===== src/rtl/fc_mux_pkg.sv =====
// fc_mux_pkg: shared types and helpers for the FC source selector.
package fc_mux_pkg;

  typedef enum logic [1:0] {
    RUN   = 2'd0,
    GAP   = 2'd1,
    NOSRC = 2'd2
  } fc_state_e;

  localparam logic [7:0] FC_IDLE_WORD = 8'hAC;

  // Index of the lowest set bit; 0 when nothing is set (callers gate with |v).
  function automatic int lsb_index(input logic [31:0] v);
    int idx;
    idx = 0;
    for (int i = 31; i >= 0; i--)
      if (v[i]) idx = i;
    return idx;
  endfunction

endpackage


===== src/rtl/fc_activity_mon.sv =====
// fc_activity_mon: counts transitions of one FC input over a shared window
// and reports whether it saw enough of them to be considered alive.
module fc_activity_mon #(
  parameter int MIN_TOGGLES = 16
) (
  input  logic clk,
  input  logic reset_in,
  input  logic fc_in,
  input  logic window_end,
  output logic active
);

  localparam int CW = $clog2(MIN_TOGGLES + 1);

  logic          fc_d;
  logic [CW-1:0] cnt;

  // Saturating toggle count; verdict latched and count cleared at window end.
  always_ff @(posedge clk or posedge reset_in) begin
    if (reset_in) begin
      fc_d   <= 1'b0;
      cnt    <= '0;
      active <= 1'b0;
    end else begin
      fc_d <= fc_in;
      if (window_end) begin
        active <= (cnt >= CW'(MIN_TOGGLES));
        cnt    <= '0;
      end else if ((fc_in != fc_d) && (cnt != CW'(MIN_TOGGLES))) begin
        cnt <= cnt + CW'(1);
      end
    end
  end

endmodule


===== src/rtl/fc_source_selector.sv =====
// fc_source_selector: picks one of N_CH FC bit streams (manual or automatic
// failover) and only changes source on word boundaries, padding each change
// with GAP_WORDS idle words so downstream decoders never see a torn word.
module fc_source_selector
  import fc_mux_pkg::*;
#(
  parameter int                N_CH            = 4,
  parameter int                WORD_W          = 8,
  parameter logic [WORD_W-1:0] IDLE_WORD       = WORD_W'(FC_IDLE_WORD),
  parameter int                GAP_WORDS       = 2,
  parameter int                ACT_WINDOW      = 1024,
  parameter int                ACT_MIN_TOGGLES = 16
) (
  input  logic                    clk,
  input  logic                    reset_in,
  input  logic [N_CH-1:0]         fc_in,
  input  logic [N_CH-1:0]         ch_enable,
  input  logic [N_CH-1:0]         ch_invert,
  input  logic                    auto_mode,
  input  logic [$clog2(N_CH)-1:0] manual_sel,
  input  logic                    bit_slip,
  output logic                    fc_out,
  output logic                    word_start,
  output logic [$clog2(N_CH)-1:0] cur_sel,
  output logic                    switching,
  output logic                    no_source,
  output logic [N_CH-1:0]         ch_active,
  output logic [15:0]             switch_count
);

  localparam int SEL_W = $clog2(N_CH);
  localparam int BW    = $clog2(WORD_W);
  localparam int WW    = $clog2(ACT_WINDOW);
  localparam int GW    = $clog2(GAP_WORDS + 1);

  logic [BW-1:0]    bit_cnt, idle_idx;
  logic             slip_d, word_end, window_end;
  logic [WW-1:0]    win_cnt;
  logic [N_CH-1:0]  x, cand;
  fc_state_e        state, state_nxt;
  logic [GW-1:0]    gap_cnt, gap_nxt;
  logic [SEL_W-1:0] sel_nxt, tgt;
  logic             tgt_valid;
  logic [15:0]      cnt_nxt;

  assign x          = fc_in ^ ch_invert;
  assign cand       = ch_enable & ch_active;
  assign word_end   = (bit_cnt == BW'(WORD_W - 1)) && !bit_slip;
  assign window_end = (win_cnt == WW'(ACT_WINDOW - 1));
  assign idle_idx   = BW'(WORD_W - 1) - bit_cnt;

  // Word framing: a slip freezes the bit counter for the cycle it is seen.
  always_ff @(posedge clk or posedge reset_in) begin
    if (reset_in) begin
      bit_cnt <= '0;
      slip_d  <= 1'b0;
    end else begin
      slip_d <= bit_slip;
      if (!bit_slip)
        bit_cnt <= (bit_cnt == BW'(WORD_W - 1)) ? '0 : bit_cnt + BW'(1);
    end
  end

  // Free-running activity window shared by all channel monitors.
  always_ff @(posedge clk or posedge reset_in) begin
    if (reset_in) win_cnt <= '0;
    else          win_cnt <= window_end ? '0 : win_cnt + WW'(1);
  end

  for (genvar i = 0; i < N_CH; i++) begin : g_act
    fc_activity_mon #(.MIN_TOGGLES(ACT_MIN_TOGGLES)) u_act (
      .clk        (clk),
      .reset_in   (reset_in),
      .fc_in      (fc_in[i]),
      .window_end (window_end),
      .active     (ch_active[i])
    );
  end

  // Target: sticky lowest-active-enabled channel in auto, else manual_sel.
  always_comb begin
    tgt       = cur_sel;
    tgt_valid = 1'b0;
    if (auto_mode) begin
      if (cand[cur_sel]) begin
        tgt_valid = 1'b1;
      end else if (|cand) begin
        tgt_valid = 1'b1;
        tgt       = SEL_W'(lsb_index(32'(cand)));
      end
    end else if ((int'(manual_sel) < N_CH) && ch_enable[manual_sel]) begin
      tgt_valid = 1'b1;
      tgt       = manual_sel;
    end
  end

  // Next-state logic; decisions are taken only at a non-slipped word end.
  always_comb begin
    state_nxt = state;
    gap_nxt   = gap_cnt;
    sel_nxt   = cur_sel;
    cnt_nxt   = switch_count;
    if (word_end) begin
      case (state)
        RUN: begin
          if (!tgt_valid) begin
            state_nxt = NOSRC;
          end else if (tgt != cur_sel) begin
            state_nxt = GAP;
            gap_nxt   = GW'(GAP_WORDS - 1);
          end
        end
        GAP: begin
          if (gap_cnt != '0) begin
            gap_nxt = gap_cnt - GW'(1);
          end else if (tgt_valid) begin
            state_nxt = RUN;
            sel_nxt   = tgt;
            if (switch_count != 16'hFFFF) cnt_nxt = switch_count + 16'd1;
          end else begin
            state_nxt = NOSRC;
          end
        end
        NOSRC: begin
          if (tgt_valid) begin
            state_nxt = GAP;
            gap_nxt   = GW'(GAP_WORDS - 1);
          end
        end
        default: state_nxt = NOSRC;
      endcase
    end
  end

  // Control state registers.
  always_ff @(posedge clk or posedge reset_in) begin
    if (reset_in) begin
      state        <= NOSRC;
      gap_cnt      <= '0;
      cur_sel      <= '0;
      switch_count <= '0;
    end else begin
      state        <= state_nxt;
      gap_cnt      <= gap_nxt;
      cur_sel      <= sel_nxt;
      switch_count <= cnt_nxt;
    end
  end

  // Output stage: one register so data and status share the same latency.
  always_ff @(posedge clk or posedge reset_in) begin
    if (reset_in) begin
      fc_out     <= IDLE_WORD[WORD_W-1];
      word_start <= 1'b0;
      switching  <= 1'b0;
      no_source  <= 1'b1;
    end else begin
      fc_out     <= (state == RUN) ? x[cur_sel] : IDLE_WORD[idle_idx];
      word_start <= (bit_cnt == '0) && !slip_d;
      switching  <= (state == GAP);
      no_source  <= (state == NOSRC);
    end
  end

endmodule


===== config.mk =====
export PLATFORM = sky130hd
export DESIGN_NAME = fc_source_selector
export DESIGN_NICKNAME = d
export VERILOG_FILES = /design/src/rtl/fc_mux_pkg.sv /design/src/rtl/fc_activity_mon.sv /design/src/rtl/fc_source_selector.sv
export SDC_FILE = /design/constraint.sdc
export NUM_CORES = 1
export LEC_CHECK = 0
export ABC_AREA = 1
export CAP_MARGIN = 20
export CORE_MARGIN = 4
export CORE_UTILIZATION = 40
export DETAILED_ROUTE_END_ITERATION = 16
export PLACE_DENSITY = 0.59
export SLEW_MARGIN = 5
export SYNTH_ARGS = -nofsm -noshare
export SYNTH_HDL_FRONTEND = slang
export SYNTH_SLANG_ARGS = --single-unit

===== constraint.sdc =====
create_clock -name clk -period 2.59 [get_ports clk]
set_input_delay 0.518 -clock clk [delete_from_list [all_inputs] [get_ports clk]]
set_output_delay 0.518 -clock clk [all_outputs]
set_load 0.03 [all_outputs]

==> results.json <==
{
  "status": "finished clean",
  "vias": 2848,
  "tns_ns": 0,
  "ctsResizeCount": 0,
  "rows": 35,
  "drv_slew": 0,
  "drv_cap": 0,
  "area_growth_pct": 20.3,
  "num_antenna_cells": 0,
  "synth-seq-cells": 68,
  "track_usage": 0.143,
  "dp_cells": 577,
  "first_global_vias": 2865,
  "setup_viol_count_final": 0,
  "path_clk_slew_ns": 0.07,
  "drt-total-wl_um": 7180,
  "slew_headroom": 0.613,
  "yosysSeqAreaShare": 0.455,
  "dieArea_um2": 11000,
  "synth_top_cell_by_area": "dfrtp_1",
  "htree_levels": 3,
  "dp_hpwl_um": 5360,
  "syn-instance-count": 429,
  "arrival_ns": 1.61,
  "rsz0062_at_grt": "false",
  "hold_viol": 0,
  "p_leak_nw": 2.22,
  "coreArea_um2": 9200,
  "yosysTopAreaCellShare": 0.434,
  "overflow": 0,
  "hold_path_depth": 1,
  "min_path_type": "flip-flop to flip-flop",
  "power_density_nw_per_um2": 780,
  "cts_buffers": 9,
  "cpPeakStageDelay_ns": 0.74,
  "place_congestion": 0.828,
  "synthFlopType": "dfrtp_1",
  "wl_per_cell_um": 12.1,
  "fp.dieH_um": 105,
  "combPwrFrac": 0.279,
  "synth_top_family_by_area": "simple AND/OR/NAND/NOR gates",
  "syn_nets": 461,
  "synthTopCellsByArea": "dfrtp_1 43%, nand2_1 9.2%, inv_1 5.9%",
  "ant_nets": 0,
  "vias_per_cell": 4.80,
  "synth-compound-area-share": 0.0578,
  "cts_setup_buffers": 0,
  "path_cells": "clkdlybuf4s50_1",
  "reg2regPathDepth": 7,
  "cpMaxStageDelayCell": "clkdlybuf4s50_1",
  "crit_family": "buffers and inverters",
  "syn_area_per_cell_um2": 8.73,
  "p_sw_mw": 1.17,
  "initial_core_util": 0.407,
  "p_sw_frac": 0.332,
  "sequentialPowerShare": 0.434,
  "required_ns": 2.07,
  "synth.most_common_cell": "nand2_1",
  "drtIter0Drc": 89,
  "port_buffers": 43,
  "antenna_found_initial": 0,
  "grt_pass1_wl_um": 12900,
  "crit_path_end_kind": "output port",
  "synth_edf_count": 0,
  "ctsHoldBuffers": 0,
  "synth_mux_area_frac": 0.00902,
  "synth_commonest_cells": "92 x nand2_1, 65 x dfrtp_1, 59 x inv_1",
  "async_reset_ff_frac": 1.00,
  "drc": 0,
  "critPathMaxFanout": 9,
  "die_w_um": 105,
  "fin_cells": 593,
  "layout-drive-gt1-share": 0.120,
  "cp.depth": 1,
  "ioPinCount": 44,
  "synth_xor_area_frac": 0.0858,
  "grt_max_degree": 32,
  "period_needed_ns": 2.13,
  "cp_num_buf_inv": 1,
  "max_freq_ghz": 0.470,
  "worst_pin_slew_ns": 0.580,
  "cp-start-kind": "flip-flop",
  "synth-simple-area-share": 0.262,
  "drt_first_pass_iters": 4,
  "layout_worst_path_cycle_share": 0.822,
  "nets": 509,
  "clkPwrFrac": 0.287,
  "cts_sinks": 68,
  "cts_root_buf": "clkbuf_8",
  "synth_cell_types": 39,
  "vdd_drop_max_uv": 283,
  "synthAdderAreaFrac": 0.0468,
  "internal_power_mw": 2.35,
  "path_class": "flip-flop to output port",
  "clk_path_buf_depth": 2,
  "netlist_area_um2": 3750,
  "skew_ns": 0.00492,
  "yosys_warnings": 0,
  "cts_tree": "yes",
  "insertion_delay_ns": 0.34
}
## per-stage QoR
step	utilization	instance area (um2)	hold slack (ns)	setup slack [ns]	power, mW
after floorplan	-	3750	0.382	0.365	2.23
after global placement	0.465	4270	0.400	0.178	2.50
after detailed placement	0.465	4270	0.407	0.147	2.54
after CTS	0.490	4510	0.422	0.421	3.58
after global routing	0.490	4510	0.430	0.375	3.81
final	0.490	4510	0.415	0.461	3.52
## power by group through the flow
| stage | Sequential [mW] | Combinational, mW | Clock (mW) |
|---|---|---|---|
| floorplan | 1.59 | 0.644 | 0 |
| global placement | 1.54 | 0.958 | 0 |
| detailed placement | 1.55 | 0.990 | 0 |
| CTS | 1.53 | 0.999 | 1.05 |
| global route | 1.56 | 1.15 | 1.10 |
| finish | 1.53 | 0.982 | 1.01 |
## placed cells by master, fill, tap and decap left out, types with 2 or more instances in the layout
master           count
xor2_1              18
xnor2_1             15
nand4_4              2
mux2_2               3
nor2_4               3
a21oi_1              3
nand4_1              5
clkinv_2             2
ha_1                14
inv_1               58
nor4_1               6
nand3_2              3
o211ai_1             2
nor2_1              34
nor2_2               3
dfstp_2              3
inv_2                5
nor3b_1              2
buf_4                2
dfrtp_1             65
clkbuf_8            12
a31o_2               4
nor3_1               8
o21ai_0             20
nand2_2              6
bufinv_16            2
nand3_1             32
xnor2_2              2
clkdlybuf4s50_1     43
o21ai_1              4
nand2_1             92
## registers in the layout (all words and copies together), names as in the netlist, 3 cells and up
name / count
bit_cnt: 3
g_act.u_act.active: 4
g_act.u_act.cnt: 20
g_act.u_act.fc_d: 4
switch_count: 16
win_cnt: 10
## cell families (layout without fill, tap and decap cells)
logic type	count (synthesis)	count (layout)
buf+inv	72	125
flops	68	68
compound gates	37	37
simple gates	200	200
xor+xnor	35	35
fa+ha+maj	14	14
mux	3	3
## final timing paths
check	from	to	slack [ns]
setup / recovery	cur_sel[0]$_DFFE_PP0P_	cur_sel[0]	0.46
hold / removal	slip_d$_DFF_PP0_	word_start$_DFF_PP0_	0.41
setup reg to reg	bit_cnt[1]$_DFFE_PP0N_	switch_count[1]$_DFFE_PP0P_	0.69
hold reg to reg	slip_d$_DFF_PP0_	word_start$_DFF_PP0_	0.41
max in group asynchronous	reset_in	switch_count[15]$_DFFE_PP0P_	1.44
min in group asynchronous	reset_in	switch_count[3]$_DFFE_PP0P_	0.55
## layer usage
layer	vias up	track usage	part of all wire
met5	-	0	0
li1	1458	-	-
met2	56	0.209	0.43
met4	0	0.0487	0.0085
met1	1328	0.204	0.51
met3	6	0.0426	0.052
## final cells by class
type | instances | area, um2
fillers | 883 | 4690
multi-input cells | 289 | 1730
flip-flops and latches | 68 | 1710
repair buffers | 46 | 465
inverters | 63 | 236
clock buffers | 12 | 165
well taps | 111 | 139
clock inverters | 4 | 70.1
(Power assumes the default switching activity.)
